[config.mk]
export PLATFORM = sky130hd
export DESIGN_NAME = nlab2_sweep_ctrl
export DESIGN_NICKNAME = d
export VERILOG_FILES = /design/src/rtl/nlab2_sweep_ctrl.sv
export SDC_FILE = /design/constraint.sdc
export NUM_CORES = 1
export LEC_CHECK = 0
export CAP_MARGIN = 5
export CORE_ASPECT_RATIO = 1.75
export CORE_MARGIN = 2
export CORE_UTILIZATION = 50
export CTS_BUF_LIST = sky130_fd_sc_hd__clkbuf_8
export DETAILED_ROUTE_END_ITERATION = 8
export PLACE_DENSITY = 0.81
export SLEW_MARGIN = 40
export SYNTH_ARGS = -nofsm -noshare
export SYNTH_HDL_FRONTEND = slang
export SYNTH_SLANG_ARGS = --single-unit
[constraint.sdc]
create_clock -name clk -period 2.15 [get_ports clk]
set_input_delay 0.215 -clock clk [delete_from_list [all_inputs] [get_ports clk]]
set_output_delay 0.215 -clock clk [all_outputs]
set_load 0.1 [all_outputs]
[src/rtl/nlab2_sweep_ctrl.sv]
// Sweep sequencer for a 3-in/2-out combinational block: steps a/b/c through
// all eight vectors, samples x/y at each dwell end and scores against golden tables.
module nlab2_sweep_ctrl #(
   parameter int unsigned DWELL = 2,
   parameter logic [7:0]  EXP_X = 8'hE8,
   parameter logic [7:0]  EXP_Y = 8'h96
) (
   input  logic       clk,
   input  logic       rst_n,
   input  logic       start,
   input  logic       abort,
   input  logic       x,
   input  logic       y,
   output logic       a,
   output logic       b,
   output logic       c,
   output logic       busy,
   output logic       done,
   output logic       pass,
   output logic [3:0] err_count,
   output logic       fail_valid,
   output logic [2:0] fail_idx
);

   localparam int unsigned IDX_W = 3;
   localparam int unsigned CNT_W = 8;
   localparam int unsigned ERR_W = 4;

   typedef enum logic [1:0] {
      S_IDLE,
      S_DRIVE,
      S_DONE
   } state_t;

   state_t             state_q, state_d;
   logic [IDX_W-1:0]   idx_q, idx_d;
   logic [CNT_W-1:0]   cnt_q, cnt_d;
   logic [ERR_W-1:0]   err_q, err_d;
   logic               fv_q, fv_d;
   logic [IDX_W-1:0]   fidx_q, fidx_d;
   logic               busy_q, busy_d;
   logic               done_q, done_d;
   logic               pass_q, pass_d;
   logic               miss;

   // idx_q doubles as the registered stimulus; it is zero outside DRIVE
   always_comb begin
      state_d = state_q;
      idx_d   = idx_q;
      cnt_d   = cnt_q;
      err_d   = err_q;
      fv_d    = fv_q;
      fidx_d  = fidx_q;
      miss    = 1'b0;

      case (state_q)
         S_IDLE, S_DONE: begin
            if (start) begin
               state_d = S_DRIVE;
               idx_d   = '0;
               cnt_d   = '0;
               err_d   = '0;
               fv_d    = 1'b0;
               fidx_d  = '0;
            end
         end
         S_DRIVE: begin
            if (cnt_q == CNT_W'(DWELL - 1)) begin
               miss  = (x != EXP_X[idx_q]) || (y != EXP_Y[idx_q]);
               cnt_d = '0;
               if (miss) begin
                  err_d = err_q + ERR_W'(1);
                  if (!fv_q) begin
                     fv_d   = 1'b1;
                     fidx_d = idx_q;
                  end
               end
               if (idx_q == IDX_W'(7)) begin
                  state_d = S_DONE;
                  idx_d   = '0;
               end else begin
                  idx_d = idx_q + IDX_W'(1);
               end
            end else begin
               cnt_d = cnt_q + CNT_W'(1);
            end
         end
         default: begin
            state_d = S_IDLE;
            idx_d   = '0;
            cnt_d   = '0;
         end
      endcase

      // abort wins over start and suppresses any sample on this edge
      if (abort) begin
         state_d = S_IDLE;
         idx_d   = '0;
         cnt_d   = '0;
         err_d   = err_q;
         fv_d    = fv_q;
         fidx_d  = fidx_q;
      end

      busy_d = (state_d == S_DRIVE);
      done_d = (state_d == S_DONE);
      pass_d = done_d && (err_d == '0);
   end

   always_ff @(posedge clk or negedge rst_n) begin
      if (!rst_n) begin
         state_q <= S_IDLE;
         idx_q   <= '0;
         cnt_q   <= '0;
         err_q   <= '0;
         fv_q    <= 1'b0;
         fidx_q  <= '0;
         busy_q  <= 1'b0;
         done_q  <= 1'b0;
         pass_q  <= 1'b0;
      end else begin
         state_q <= state_d;
         idx_q   <= idx_d;
         cnt_q   <= cnt_d;
         err_q   <= err_d;
         fv_q    <= fv_d;
         fidx_q  <= fidx_d;
         busy_q  <= busy_d;
         done_q  <= done_d;
         pass_q  <= pass_d;
      end
   end

   assign a          = idx_q[2];
   assign b          = idx_q[1];
   assign c          = idx_q[0];
   assign busy       = busy_q;
   assign done       = done_q;
   assign pass       = pass_q;
   assign err_count  = err_q;
   assign fail_valid = fv_q;
   assign fail_idx   = fidx_q;

endmodule
## Word-level counts from Yosys, hierarchy flattened

Memories as Yosys holds them, arrays and structs flattened.
Cells that the tools add are included.

| storage, ports and cells | value |
|---|---|
| bits in registers | 24 |
| ROM bits | 16 |
| input port bits | 6 |
| output and inout port bits | 14 |
| word-level logic and storage cells | 68 |
| memories | 2 |

| cells by class | value |
|---|---|
| add/sub/neg operators | 3 |
| order comparisons | 1 |
| equal/unequal tests | 14 |
| mux-type cells | 29 |
| bitwise gates (word level) | 1 |
| reduce and logical (&&, ||, !) cells | 9 |

Memory list:

| name | depth | bits a word | read ports | clocked after Yosys merged registers in | write ports | line | RTL |
|---|---|---|---|---|---|---|---|
| (name not given) | 8 | 1 | 1 | 0 | 0 | 69 | `miss = (x != EXP_X[idx_q]) \|\| (y != EXP_Y[idx_q]);` |
| (name not given) | 8 | 1 | 1 | 0 | 0 | 69 |  |

Operators with widths:

| kind | number |
|---|---|
| $mux 8 | 3 |
| $mux 3 | 7 |
| $mux 4 | 4 |
| $pmux 8 s2 | 1 |
| $pmux 3 s2 | 2 |
| $add 8x1->8 const B | 1 |
| $eq 8x1->1 const B | 1 |
| $mux 2 | 4 |
| $ne 2x2->1 const B | 4 |
| $pmux 4 s2 | 1 |
| $ne 3x3->1 const B | 2 |
| $reduce_and 6->1 | 1 |
| $mux 1 | 5 |
| $reduce_and 5->1 | 1 |
| $add 4x1->4 const B | 1 |
| $eq 2x1->1 const B | 2 |
| $eq 2x2->1 const B | 2 |
| $logic_not 4->1 | 1 |
| $lt 3x4->1 const B | 1 |
| $pmux 2 s2 | 1 |
| $add 3x1->3 const B | 1 |
| $eq 3x3->1 const B | 1 |
| $logic_not 2->1 | 1 |
| $ne 1x1->1 | 2 |
| 7 further kinds | 7 |

## Logic depth before layout (Yosys ltp)

Gate-level depths: netlist of the first run.

| depth | value |
|---|---|
| depth after elaboration | 10 |
| mapped depth | 8 |
| depth with buffers taken out | 7 |

## Worst setup path before layout of the first run

Ideal clock, no wire load.

| path | value |
|---|---|
| path type | flip-flop to flip-flop |
| from | reg idx_q[1] |
| to | reg pass_q (netlist: pass) |
| library setup time | 0.096 ns |
| arrival | 2.643 ns |
| required time | 2.054 ns |
| slack | -0.588 ns |
| stages on the path, launching flop included | 9 |
| buffers on the path | 1 |
| clock period less this slack | 2.738 ns |
| cells stage by stage | dfrtp_1 inv_1 ha_1 xor2_1 or3_1 buf_1 a311oi_1 o31ai_1 nor4_2 |

| on the way | value |
|---|---|
| cells in the longest elaborated chain, start to end | 10 |
| elaborated cells between the ends (all ways) | 19 |
| classes of those cells | eq/ne: 4; mux: 10; reduce/logical: 3; memory: 2 |

Ends and longest elaborated chain:

| what | line | RTL |
|---|---|---|
| from (decl) | 36 | `logic [IDX_W-1:0] idx_q, idx_d;` |
| from (signal assigned) | 123 | `idx_q <= idx_d;` |
| $mem_v2 8x1 | n/a |  |
| $mux 1 (implied by the code) | 69 |  |
| $ne 1x1->1 | 69 |  |
| $logic_or 1x1->1 | 69 |  |
| $mux 4 | 71 | `if (miss) begin` |
| $mux 4 | 68 | `if (cnt_q == CNT_W'(DWELL - 1)) begin` |
| $pmux 4 s2 | 56 | `case (state_q)` |
| $mux 4 | 96 | `if (abort) begin` |
| $logic_not 4->1 | 107 | `pass_d = done_d && (err_d == '0);` |
| $logic_and 1x1->1 (*) | 107 |  |
| named net pass_d | 43 | `logic pass_q, pass_d;` |
| to (signal assigned) | 130 | `pass_q <= pass_d;` |
| to (decl) | 43 |  |

The timed path passes the listed nets; every way through them passes the cells marked *. The select of a mux whose other input is x is not followed.
A chain may end at the register's enable or synchronous reset.

## Worst setup path after layout of the first run

| path | value |
|---|---|
| from | reg idx_q[0] |
| to | reg pass_q (netlist: pass) |

Same word-level chain as after synthesis.

==> results of run 1 <==
cells in the final DEF, fill, tap and decap left out, types with 4 or more instances in the layout:
cell and count:
buf_4 30, clkdlybuf4s50_1 5, dfrtp_1 20, ha_1 5, inv_1 5, nand2_1 13, nand2b_1 4, nand3_1 5
nor2_1 6, nor3_1 5, o21ai_0 8, xnor2_1 4
critical path, cell delays in order, from the launching register on:
cell and delay [ns]:
dfrtp_4 0.52, inv_2 0.08, ha_4 0.21, xor2_2 0.19
or3_4 0.39, a311oi_4 0.29, o31ai_1 0.12, nor4_2 0.21
logic make-up (layout without fill, tap and decap cells):
group	Yosys count	after routing	share of synthesized area
XOR/XNOR	7	7	0.0464
AO/OA/AOI/OAI	30	30	0.151
buffers and inverters	11	46	0.0313
flip-flops	24	24	0.455
adder cells (fa/ha/maj)	6	6	0.0568
AND/OR/NAND/NOR	58	58	0.260
layer usage:
metal | share of wire | track usage | up-vias
met3 | 0.033 | 0.0249 | 10
met2 | 0.57 | 0.429 | 33
li1 | - | - | 562
met4 | 0.023 | 0.0833 | 0
met1 | 0.37 | 0.240 | 569
met5 | 0 | 0 | -
registers in the layout, indices dropped and copies added (netlist names):
name / cells
cnt_q: 8
state_q: 2
pass: 1
fail_valid: 1
idx_q: 3
fail_idx: 3
done: 1
err_count: 4
busy: 1
repair_timing:
action	in CTS	in global routing
gates resized for setup	3	10
gates cloned	0	0
setup buffers	0	3
endpoints found under the hold margin	0	0
endpoints found under the setup margin	4	5
pin swaps	1	6
report_power, final:
part / internal [mW] / total (mW) / switching [mW]
clock: 0.125 / 0.259 / 0.134
combinational: 0.469 / 1.44 / 0.973
sequential: 0.555 / 0.672 / 0.117
total: 1.15 / 2.37 / 1.22
area by class of cell:
class,count,area [sq um]
Timing Repair Buffer,35,275
Sequential cell,24,611
Clock buffer,3,41.3
Multi-Input combinational cell,101,785
Tap cell,26,32.5
Inverter,8,30.0
Fill cell,190,718
per-stage QoR:
stage / setup slack (ns) / hold WS [ns]
after floorplan: 0.0184 / -0.0806
after global placement: -0.0585 / 0.494
after detailed placement: -0.112 / 0.493
after CTS: 0.0160 / 0.310
after global routing: -0.0218 / 0.332
final: 0.0451 / 0.304
worst max-delay path by stage:
stage / to
floorplan: pass
global placement: pass
detailed placement: pass
CTS: pass
global route: pass
finish: pass
==> results.py, run 1 <==
metrics = {
    "flow_run": {
        "max_cap_violations": 0,
    },
    "clock_network": {
        "holdBufCountCts": 0,
        "clock_insertion_delay_worst_skew_ns": 0.26,
        "cts_max_path_buffers": 2,
        "cts-root-buf": "clkbuf_8",
        "cts_num_sinks": 24,
        "clk_pin_slew_ns": 0.08,
        "cts_htree_levels": 1,
        "cts_inserted_buffers": 3,
        "tritoncts": "done",
    },
    "place": {
        "numPortBuffers": 19,
        "dp_cells": 191,
        "final_wtd_congestion": 0.881,
        "dpl.hpwl_microns": 2360,
        "dpl_cell_area_sq_um": 1640,
    },
    "route": {
        "post-route-drc-count": 0,
        "wire_per_inst_microns": 17.0,
        "via_count": 1174,
        "detail_route.first_pass.iterations": 4,
        "initialDrtViolationCount": 48,
        "ant_nets": 0,
        "routed_via_density": 5.96,
        "finalWirelength_microns": 3360,
    },
    "floorplan": {
        "io_pins": 20,
        "num_rows": 24,
        "initial_core_util": 0.530,
        "die_w_microns": 42.9,
        "die_h_microns": 72,
        "die_area_sq_um": 3090,
        "standard_cell_core_area_sq_um": 2490,
    },
    "worst_setup_path": {
        "cp.arrival_ns": 2.27,
        "r2r_end": "pass",
        "required_ns": 2.32,
        "crit_start": "idx_q[0]",
        "setup.worst_path.class": "reg2reg",
        "r2r.worst_path.cells": 7,
        "worstReg2RegStart": "idx_q[0]",
        "crit_path_max_fanout": 6,
        "worst_setup_path_start_kind": "flip-flop",
        "regToRegSetupSlack_ns": 0.05,
        "critical_path.endpoint_type": "flip-flop",
    },
    "cells_and_area": {
        "layout.cell_area.non_filler_sq_um": 1770,
        "area_growth_syn_to_layout_pct": 34.3,
        "final-instance-count-excl-fill": 197,
        "post_layout_util": 0.712,
        "antenna_cells": 0,
        "post_route_cells_drive_above_1_share": 0.345,
        "num-nets-final": 185,
    },
    "yosys": {
        "ys.flop_type": "dfrtp_1",
        "synth_cells": 136,
        "synth_edf_count": 0,
        "postSynthAreaPerCell_sq_um": 9.72,
        "ys_seq_elements": 24,
        "synth.cells.most_frequent": "dfrtp_1, nand2_1, o21ai_0, inv_1",
        "async_set_or_reset_flop_fraction_in_the_synthesized_netlist": 1.00,
        "synth.most_common_cell": "dfrtp_1",
        "ys_types": 41,
        "synth_warnings": 0,
        "post-synth-top-area-fraction": 0.455,
        "synth.cell_area_sq_um": 1320,
        "netlist_top_cells_area": "dfrtp_1, ha_1, nand2_1, o21ai_0, xnor2_1",
        "synth_top_area_cell": "dfrtp_1",
        "synth_fp_nets": 148,
        "synth_seq_area_share": 0.455,
    },
    "timing": {
        "number_of_setup_violations_in_the_final_report": 0,
        "achievable-frequency_mhz": 475,
        "max_slew_margin_vs_limit": 0.785,
        "post-route-period-util": 0.979,
        "rsz0062_at_grt": "yes",
        "slew_violations": 0,
        "timing.final.hold_violations": 0,
        "worst_pin_slew_ns": 0.318,
        "post-route-min-period_ns": 2.10,
        "final.setup.tns_ns": 0,
        "fin_skew_ns": 0.00506,
    },
    "global_route": {
        "globalRouteTotalUtil": 0.223,
        "grt_pass1_wl_microns": 5250,
        "grt_max_degree": 25,
        "grt_pass1_vias": 1124,
        "total_congestion_overflow_after_global_routing": 0,
        "antenna_found_initial": 0,
    },
    "pwr": {
        "p_leak_nw": 0.790,
        "post-layout-total-power_mw": 2.37,
        "max-vdd-ir-drop_v": 0.000751,
        "power_density_nw_per_um2": 1340,
    },
    "run_status": {
        "status": "complete, no violations",
    },
    "worst_hold_path": {
        "hold_path_class": "in2async",
    },
}
Note: power is estimated with default switching activity, not from simulation.
==> inputs of run 2 (changes only) <==
--- a/config.mk
+++ b/config.mk
@@ -16,3 +16,4 @@
 export SYNTH_ARGS = -nofsm -noshare
 export SYNTH_HDL_FRONTEND = slang
 export SYNTH_SLANG_ARGS = --single-unit
+export TNS_END_PERCENT = 100
==> constraint.sdc (replaced) <==
create_clock -name clk -period 1.75 [get_ports clk]
set_input_delay 0.175 -clock clk [delete_from_list [all_inputs] [get_ports clk]]
set_output_delay 0.175 -clock clk [all_outputs]
set_load 0.1 [all_outputs]
==> results.py, run 2 (synthesis gave the netlist of run 1 again) <==
metrics = {
    "run_status": {
        "status": "finished, violations left",
        "failing_checks": "negative setup slack",
    },
    "timing": {
        "worst_pin_slew_ns": 0.552,
        "final.setup.tns_ns": -5.20,
        "timing.final.hold_violations": 0,
        "post-route-min-period_ns": 2.11,
        "number_of_setup_violations_in_the_final_report": 22,
        "fin_skew_ns": 0.00272,
        "fin_worst_hold_slack_ns": 0.269,
        "achievable-frequency_mhz": 474,
        "rsz0062_at_grt": "yes",
        "final_critical_path_setup_slack_ns": -0.359,
        "post-route-period-util": 1.21,
        "max_slew_margin_vs_limit": 0.628,
        "slew_violations": 0,
    },
    "worst_setup_path": {
        "worst_setup_path_start_kind": "flip-flop",
        "cp.arrival_ns": 2.28,
        "cp_max_delay_cell": "dfrtp_4",
        "crit_path_max_fanout": 4,
        "worstReg2RegStart": "idx_q[1]",
        "critical_path.endpoint_type": "flip-flop",
        "r2r.worst_path.cells": 7,
        "required_ns": 1.92,
        "timing.critical_path.slowest_cell_delay_ns": 0.51,
        "setup.worst_path.class": "reg2reg",
        "regToRegSetupSlack_ns": -0.36,
        "r2r_end": "pass",
        "worstPathCellList": "inv_4 > ha_4 > xor2_4 > and3b_2 > nor4_4 > o31ai_2 > nor4_2",
    },
    "cells_and_area": {
        "final_common_cell": "buf_4",
        "largest_register_ffs": 8,
        "area_growth_syn_to_layout_pct": 68.0,
        "final-instance-count-excl-fill": 228,
        "largest_register": "cnt_q",
        "post_route_cells_drive_above_1_share": 0.535,
        "layout.cells.most_common_list": "buf_4, dfrtp_1, nand2_1",
        "post_layout_util": 0.891,
        "antenna_cells": 0,
        "num-nets-final": 215,
    },
    "clock_network": {
        "clk_pin_slew_ns": 0.08,
        "cts_inserted_buffers": 3,
        "holdBufCountCts": 0,
        "clock_insertion_delay_worst_skew_ns": 0.26,
        "tritoncts": "done",
        "cts_num_sinks": 24,
        "cts_htree_levels": 1,
        "cts_max_path_buffers": 2,
        "cts-root-buf": "clkbuf_8",
    },
    "floorplan": {
        "standard_cell_core_area_sq_um": 2490,
        "die_h_microns": 72,
        "io_pins": 20,
        "num_rows": 24,
        "initial_core_util": 0.530,
        "die_area_sq_um": 3090,
        "die_w_microns": 42.9,
    },
    "pwr": {
        "power_density_nw_per_um2": 1690,
        "switching_power_mw": 1.86,
        "max-vdd-ir-drop_v": 0.00141,
        "p_clk_frac": 0.099,
        "power.share.combinational": 0.685,
        "cellInternalPower_mw": 1.89,
        "power.switching_fraction": 0.496,
        "p_leak_nw": 0.980,
        "seqPwrFrac": 0.216,
    },
    "worst_hold_path": {
        "hold_path_class": "in2async",
    },
    "global_route": {
        "grt_pass1_wl_microns": 7410,
        "grt_max_degree": 25,
        "globalRouteTotalUtil": 0.324,
        "total_congestion_overflow_after_global_routing": 0,
        "antenna_found_initial": 0,
        "grt_pass1_vias": 1491,
    },
    "route": {
        "initialDrtViolationCount": 42,
        "detail_route.first_pass.iterations": 4,
        "routed_via_density": 6.29,
        "post-route-drc-count": 0,
        "via_count": 1434,
        "ant_nets": 0,
        "finalWirelength_microns": 4990,
        "wire_per_inst_microns": 21.9,
    },
    "place": {
        "dp_cells": 215,
        "dpl.hpwl_microns": 2700,
        "detailedPlace.worstSlack_ns": -0.393,
        "final_wtd_congestion": 0.952,
        "numPortBuffers": 19,
    },
    "flow_run": {
        "max_cap_violations": 0,
    },
}
run 2: cell count changes in the layout (fill, tap and decap cells not counted), sizes merged:
cell / previous run / this run
buf: 30 / 60
clkbuf: 3 / 4
run 2: power groups by stage:
stage | sequential (mW) | combinational, mW | clock, mW
5_1_grt | 0.823 | 2.67 | 0.399
3_5_place_dp | 0.787 | 1.95 | 0
3_3_place_gp | 0.775 | 1.90 | 0
2_1_floorplan | 1.39 | 0.641 | 0
6_report | 0.812 | 2.57 | 0.373
4_1_cts | 0.785 | 2.25 | 0.375
run 2: per-stage QoR:
| step | cell area [sq um] | power [mW] |
|---|---|---|
| floorplan | 1390 | 2.03 |
| global placement | 1890 | 2.68 |
| detailed placement | 1890 | 2.74 |
| CTS | 2110 | 3.41 |
| global route | 2220 | 3.89 |
| finish | 2220 | 3.76 |
run 2: worst max path at each step:
| stage | start | to | cells after the start |
|---|---|---|---|
| after global routing | idx_q[0] | pass | 7 |
| after floorplan | idx_q[0] | pass | 8 |
| after CTS | idx_q[0] | pass | 7 |
| after global placement | cnt_q[1] | fail_idx[2] | 7 |
| after detailed placement | cnt_q[1] | fail_idx[2] | 7 |
| final | idx_q[1] | pass | 7 |
run 2: worst max-delay path: cells and delay by family, from the launching register on:
family	cells	cell delay (ns)
fa+ha+maj	1	0.21
simple gates	3	0.90
xor+xnor	1	0.20
flops	1	0.51
compound gates	1	0.12
buf+inv	1	0.08
run 2: repair_timing:
action	4_1_cts	5_1_grt
pin swaps	14	10
setup endpoints to repair	24	23
resized for setup	29	19
setup buffers	6	5
run 2: layer usage:
| layer | vias to the layer above | global-route usage | share of wire |
|---|---|---|---|
| li1 | 630 | - | - |
| met1 | 705 | 0.333 | 0.36 |
| met3 | 29 | 0.0423 | 0.048 |
| met4 | 0 | 0.184 | 0.056 |
| met2 | 70 | 0.603 | 0.54 |
| met5 | - | 0 | 0 |
run 2: area by class of cell:
class	instances	area (sq um)
Multi-Input combinational cell	101	912
Tap cell	26	32.5
Sequential cell	24	612
Clock buffer	4	55.1
Inverter	8	35.0
Timing Repair Buffer	65	573
Fill cell	102	273
